**src/rtl/timer_bank_pkg.sv**
```systemverilog
// rtl/timer_bank_pkg.sv - register map constants shared by timer_bank and timer_channel
// Contents: per-channel register selector (input_addr[3:2]), CTRL/STATUS bit
// positions and the byte address of the global prescaler register.
package timer_bank_pkg;

    typedef enum logic [1:0] {
        REG_LOAD   = 2'd0,
        REG_COUNT  = 2'd1,
        REG_CTRL   = 2'd2,
        REG_STATUS = 2'd3
    } reg_sel_e;

    localparam int CTRL_EN_BIT    = 0;
    localparam int CTRL_AUTO_BIT  = 1;
    localparam int STATUS_EXP_BIT = 0;

    localparam logic [31:0] PRESC_ADDR = 32'h0000_0040;

endpackage

```
**src/rtl/timer_channel.sv**
```systemverilog
// rtl/timer_channel.sv - one down-counting timer channel with expiry pulse
// Ports: clk, rst (sync, active-high), tick (count enable), wr_load/wr_ctrl/
// wr_status (decoded write strobes), wdata (write payload), load/count/en/auto/
// exp (register readback), done (one-cycle expiry pulse, one cycle after expiry).
import timer_bank_pkg::*;

module timer_channel #(
    parameter int CNT_W = 32
) (
    input  logic             clk,
    input  logic             rst,
    input  logic             tick,
    input  logic             wr_load,
    input  logic             wr_ctrl,
    input  logic             wr_status,
    input  logic [CNT_W-1:0] wdata,
    output logic [CNT_W-1:0] load,
    output logic [CNT_W-1:0] count,
    output logic             en,
    output logic             auto,
    output logic             exp,
    output logic             done
);

    logic exp_pend;
    logic expire_now;

    // A CTRL write owns COUNT on its edge, so it also suppresses that edge's expiry.
    assign expire_now = tick && en && (count == '0) && !wr_ctrl;

    always_ff @(posedge clk) begin
        if (rst) begin
            load     <= '0;
            count    <= '0;
            en       <= 1'b0;
            auto     <= 1'b0;
            exp      <= 1'b0;
            exp_pend <= 1'b0;
            done     <= 1'b0;
        end else begin
            // Expiry is captured first, then presented on done one cycle later.
            exp_pend <= expire_now;
            done     <= exp_pend;

            if (wr_load) begin
                load <= wdata;
            end

            if (wr_ctrl) begin
                en   <= wdata[CTRL_EN_BIT];
                auto <= wdata[CTRL_AUTO_BIT];
                if (wdata[CTRL_EN_BIT]) begin
                    count <= load;
                end
            end else if (tick && en) begin
                if (count != '0) begin
                    count <= count - 1'b1;
                end else if (auto) begin
                    count <= load;
                end else begin
                    en <= 1'b0;
                end
            end

            // Expiry wins over a same-cycle write-1-to-clear.
            if (expire_now) begin
                exp <= 1'b1;
            end else if (wr_status && wdata[STATUS_EXP_BIT]) begin
                exp <= 1'b0;
            end
        end
    end

endmodule

```
**src/rtl/timer_bank.sv**
```systemverilog
// rtl/timer_bank.sv - bank of NUM_CH timer channels behind a simple register port
// Ports: clk, rst (sync, active-high), input_addr (byte address), write_enable,
// write_data, read_data (registered, 1-cycle latency), done[NUM_CH-1:0].
// Build option: TIMER_BANK_PRESCALE_EN adds the PRESC register at 0x40 and a
// shared prescaler; without it every clk cycle is a tick and 0x40 is invalid.
import timer_bank_pkg::*;

module timer_bank #(
    parameter int NUM_CH = 4,
    parameter int CNT_W  = 32
) (
    input  logic              clk,
    input  logic              rst,
    input  logic [31:0]       input_addr,
    input  logic              write_enable,
    input  logic [31:0]       write_data,
    output logic [31:0]       read_data,
    output logic [NUM_CH-1:0] done
);

    logic       addr_ok;
    logic [1:0] ch_sel;
    reg_sel_e   reg_sel;
    logic       tick;
    logic [31:0] rdata_next;
    logic       unused_addr_lsb;

    logic [CNT_W-1:0] load_v  [NUM_CH];
    logic [CNT_W-1:0] count_v [NUM_CH];
    logic             en_v    [NUM_CH];
    logic             auto_v  [NUM_CH];
    logic             exp_v   [NUM_CH];

    assign addr_ok         = (input_addr[31:6] == '0);
    assign ch_sel          = input_addr[5:4];
    assign reg_sel         = reg_sel_e'(input_addr[3:2]);
    assign unused_addr_lsb = ^input_addr[1:0];

`ifdef TIMER_BANK_PRESCALE_EN
    logic [7:0] presc;
    logic [7:0] presc_cnt;
    logic       presc_hit;

    assign presc_hit = (input_addr[31:2] == PRESC_ADDR[31:2]);
    assign tick      = (presc_cnt == presc);

    always_ff @(posedge clk) begin
        if (rst) begin
            presc     <= '0;
            presc_cnt <= '0;
        end else if (write_enable && presc_hit) begin
            presc     <= write_data[7:0];
            presc_cnt <= '0;
        end else if (tick) begin
            presc_cnt <= '0;
        end else begin
            presc_cnt <= presc_cnt + 8'd1;
        end
    end
`else
    assign tick = 1'b1;
`endif

    for (genvar g = 0; g < NUM_CH; g++) begin : g_ch
        logic sel_ch;
        assign sel_ch = write_enable && addr_ok && (ch_sel == 2'(g));

        timer_channel #(.CNT_W(CNT_W)) u_ch (
            .clk       (clk),
            .rst       (rst),
            .tick      (tick),
            .wr_load   (sel_ch && (reg_sel == REG_LOAD)),
            .wr_ctrl   (sel_ch && (reg_sel == REG_CTRL)),
            .wr_status (sel_ch && (reg_sel == REG_STATUS)),
            .wdata     (write_data[CNT_W-1:0]),
            .load      (load_v[g]),
            .count     (count_v[g]),
            .en        (en_v[g]),
            .auto      (auto_v[g]),
            .exp       (exp_v[g]),
            .done      (done[g])
        );
    end

    always_comb begin
        rdata_next = '0;
        if (addr_ok) begin
            case (reg_sel)
                REG_LOAD:   rdata_next = 32'(load_v[ch_sel]);
                REG_COUNT:  rdata_next = 32'(count_v[ch_sel]);
                REG_CTRL:   begin
                    rdata_next[CTRL_EN_BIT]   = en_v[ch_sel];
                    rdata_next[CTRL_AUTO_BIT] = auto_v[ch_sel];
                end
                REG_STATUS: rdata_next[STATUS_EXP_BIT] = exp_v[ch_sel];
                default:    rdata_next = '0;
            endcase
        end
`ifdef TIMER_BANK_PRESCALE_EN
        if (presc_hit) begin
            rdata_next = {24'd0, presc};
        end
`endif
    end

    always_ff @(posedge clk) begin
        if (rst) begin
            read_data <= '0;
        end else begin
            read_data <= rdata_next;
        end
    end

endmodule

```
**config.mk**
```make
export PLATFORM = sky130hd
export DESIGN_NAME = timer_bank
export DESIGN_NICKNAME = d
export VERILOG_FILES = /design/src/rtl/timer_bank_pkg.sv /design/src/rtl/timer_channel.sv /design/src/rtl/timer_bank.sv
export SDC_FILE = /design/constraint.sdc
export NUM_CORES = 1
export LEC_CHECK = 0
export BUFFER_PORTS_ARGS = -buffer_cell sky130_fd_sc_hd__buf_2
export CAP_MARGIN = 10
export CORE_AREA = 2 2 169 171
export CTS_BUF_LIST = sky130_fd_sc_hd__clkbuf_8
export DETAILED_ROUTE_END_ITERATION = 10
export DIE_AREA = 0 0 171 173
export GPL_ROUTABILITY_DRIVEN = 0
export PLACE_DENSITY_LB_ADDON = 0.05
export SYNTH_ARGS = -nofsm -noshare
export SYNTH_HDL_FRONTEND = slang
export SYNTH_SLANG_ARGS = --single-unit
```
**constraint.sdc**
```tcl
create_clock -name clk -period 3.4 [get_ports clk]
set_input_delay 0.17 -clock clk [delete_from_list [all_inputs] [get_ports clk]]
set_output_delay 0.17 -clock clk [all_outputs]
set_load 0.05 [all_outputs]
```
==> impl_metrics.json <==
{
  "htree_levels": 2,
  "crit_path_end_kind": "flop",
  "required_ns": 3.90,
  "die_y_um": 173,
  "tns_ns": 0,
  "cellLeakagePower_uw": 0.00700,
  "yosysTopAreaCell": "dfxtp_1",
  "start_util": 0.597,
  "first_global_vias": 15819,
  "cts_tree": "built",
  "startpoint_type": "flop",
  "max_freq_mhz": 333,
  "cp.arrival_ns": 3.50,
  "syn_to_final_growth_pct": 15.5,
  "via_per_inst": 6.93,
  "min_path_type": "in2reg",
  "routed_wl_um": 63100,
  "die_area_um2": 29600,
  "clkTransAtPathRegs_ns": 0.06,
  "rsz0062_at_grt": "false",
  "die_width_um": 171,
  "hpwl_um": 44700,
  "yosysSeqAreaShare": 0.374,
  "track_usage": 0.417,
  "grt.overflow.total": 0,
  "io_pins": 103,
  "numPortBuffers": 100,
  "dp.cells": 2389,
  "layout.nets": 2173,
  "layout_commonest_cell": "nand2_1",
  "hold_violations": 0,
  "fillCellCount": 2300,
  "cts_sinks": 308,
  "synth_seq_cells": 308,
  "peakVddDrop_uv": 363,
  "tightest_slew_ns": 1.16,
  "synthTopCellsByArea": "dfxtp_1 (37%), mux4_2 (9.3%), nand2_1 (9.0%), a21oi_1 (7.8%), o32ai_1 (4.0%)",
  "yosysWarnings": 0,
  "path_max_fanout": 17,
  "dr.pass1.iters": 6,
  "crit_type": "reg2reg",
  "synth_async_sr_flop_share": 0,
  "setup_viol": 0,
  "synth_edf_count": 0,
  "period_share": 0.884,
  "cts_buffers": 53,
  "synth.distinct_cells": 68,
  "status": "completed",
  "post_cts_resized": 0,
  "powerDensity_nw_per_um2": 408,
  "clk_latency_ns": 0.60,
  "drc": 0,
  "max_cap_violations": 0,
  "final_max_slew_viol_count": 0,
  "final_cells": 2519,
  "routedWlPerCell_um": 25.0,
  "core_um2": 27600,
  "relSlewSlack": 0.226,
  "yosys.area.top_type_share": 0.374,
  "avgSynthCellArea_um2": 8.26,
  "diodes": 0,
  "ys.flop_type": "dfxtp_1",
  "final_cell_mix": "nand2_1 (397), dfxtp_1 (308), a21oi_1 (257)",
  "drive_above_1_share": 0.175,
  "cts_buffer_depth": 3,
  "antenna_found_initial": 1,
  "syn-num-nets": 2071,
  "std_cell_rows": 61,
  "netlist_instances": 1996,
  "grt_max_degree": 142,
  "cts_root_buf": "clkbuf_8",
  "num_vias": 17446,
  "fin_skew_ns": 0.0185,
  "drt-initial-drc-count": 2640,
  "grt_first_pass_wirelength_um": 94500,
  "ant_nets": 0,
  "syn_area_um2": 16500,
  "min_period_ns": 3.00
}
==> cell type report <==
cell class	count	area (µm²)	share of cell area
inverters	42	159	0.00835
clock inverters	32	303	0.0159
well taps	378	473	0.0249
flip-flops and latches	308	6170	0.324
repair buffers	214	1500	0.0788
clock buffers	66	908	0.0477
multi-input cells	1479	9520	0.500
==> through the flow <==
stage / cell area (µm²) / util / power (µW) / hold WS, ns / setup WS (ns)
floorplan: 16500 / - / 3840 / 0.310 / 0.614
global placement: 17500 / 0.633 / 3960 / 0.418 / 0.539
detailed placement: 17500 / 0.633 / 3960 / 0.429 / 0.475
CTS: 19000 / 0.689 / 7740 / 0.0307 / 0.443
global route: 19000 / 0.689 / 7940 / 0.0884 / 0.128
finish: 19000 / 0.689 / 7770 / 0.0639 / 0.396
==> critical path, stage by stage (launching register included) <==
cell	delay [ns]
dfxtp_1	0.40
or4_1	0.63
nor4bb_1	0.53
a41oi_1	0.32
mux2i_4	0.52
buf_4	0.32
a21oi_1	0.07
o32ai_1	0.12
==> repair_timing <==
action | 4_1_cts | 5_1_grt
setup buffers | 0 | 0
endpoints found under the hold margin | 132 | 0
hold buffers | 32 | 0
==> cell families after synthesis <==
| group | count (synthesis) | share of synthesized area |
|---|---|---|
| compound gates | 514 | 0.196 |
| flops | 308 | 0.374 |
| buf+inv | 209 | 0.0518 |
| mux | 134 | 0.133 |
| simple gates | 823 | 0.238 |
| fa+ha+maj | 8 | 0.00607 |
==> registers in the layout, indices dropped and copies added, names as in the netlist <==
signal,count
g_ch.u_ch.auto,4
g_ch.u_ch.en,4
g_ch.u_ch.load,128
g_ch.u_ch.done,4
g_ch.u_ch.count,128
g_ch.u_ch.exp,4
read_data,32
g_ch.u_ch.exp_pend,4
==> report_power, final <==
| group | internal, µW | total (µW) | leakage, µW | switching [µW] |
|---|---|---|---|---|
| combinational | 107 | 317 | 0.00386 | 211 |
| sequential | 3610 | 3610 | 0.00248 | 0.00000204 |
| clock | 2210 | 3840 | 0.000668 | 1630 |
| total | 5930 | 7770 | 0.00700 | 1840 |
==> layer usage <==
metal / GRT usage / share of wire
met5: 0 / 0
met4: 0.142 / 0.038
met3: 0.167 / 0.16
met2: 0.596 / 0.42
met1: 0.571 / 0.38
==> Yosys cell counts, types with 6 or more instances <==
master and count:
mux2i_1 61, nand2_1 397, nor4_1 64, and3_1 7, a221oi_1 24, nand2b_1 11, o32ai_1 75, nand4b_1 6
ha_1 8, o41ai_1 6, or4_1 16, clkbuf_1 128, o21a_1 9, a32oi_1 11, nor3_1 67, and4_1 9
mux4_2 68, nand3_1 28, nor2_1 96, nand4_1 39, o211ai_1 14, buf_1 18, or3_1 39, nor2b_1 8
nand3b_1 7, o21ai_0 63, buf_2 10, inv_1 42, dfxtp_1 308, a21oi_1 257
==> path summary, 6_finish.rpt <==
kind	start	endpoint	slack, ns	depth (start not counted)
setup / recovery	g_ch[0].u_ch.count[18]	g_ch[0].u_ch.count[10]	0.40	7
hold / removal	write_enable	g_ch[0].u_ch.exp	0.06	4
hold reg to reg	g_ch[1].u_ch.exp_pend	g_ch[1].u_ch.done	0.44	1
setup reg to reg	g_ch[0].u_ch.count[18]	g_ch[0].u_ch.count[10]	0.40	7
No activity file was read; power rests on OpenSTA's default activity.
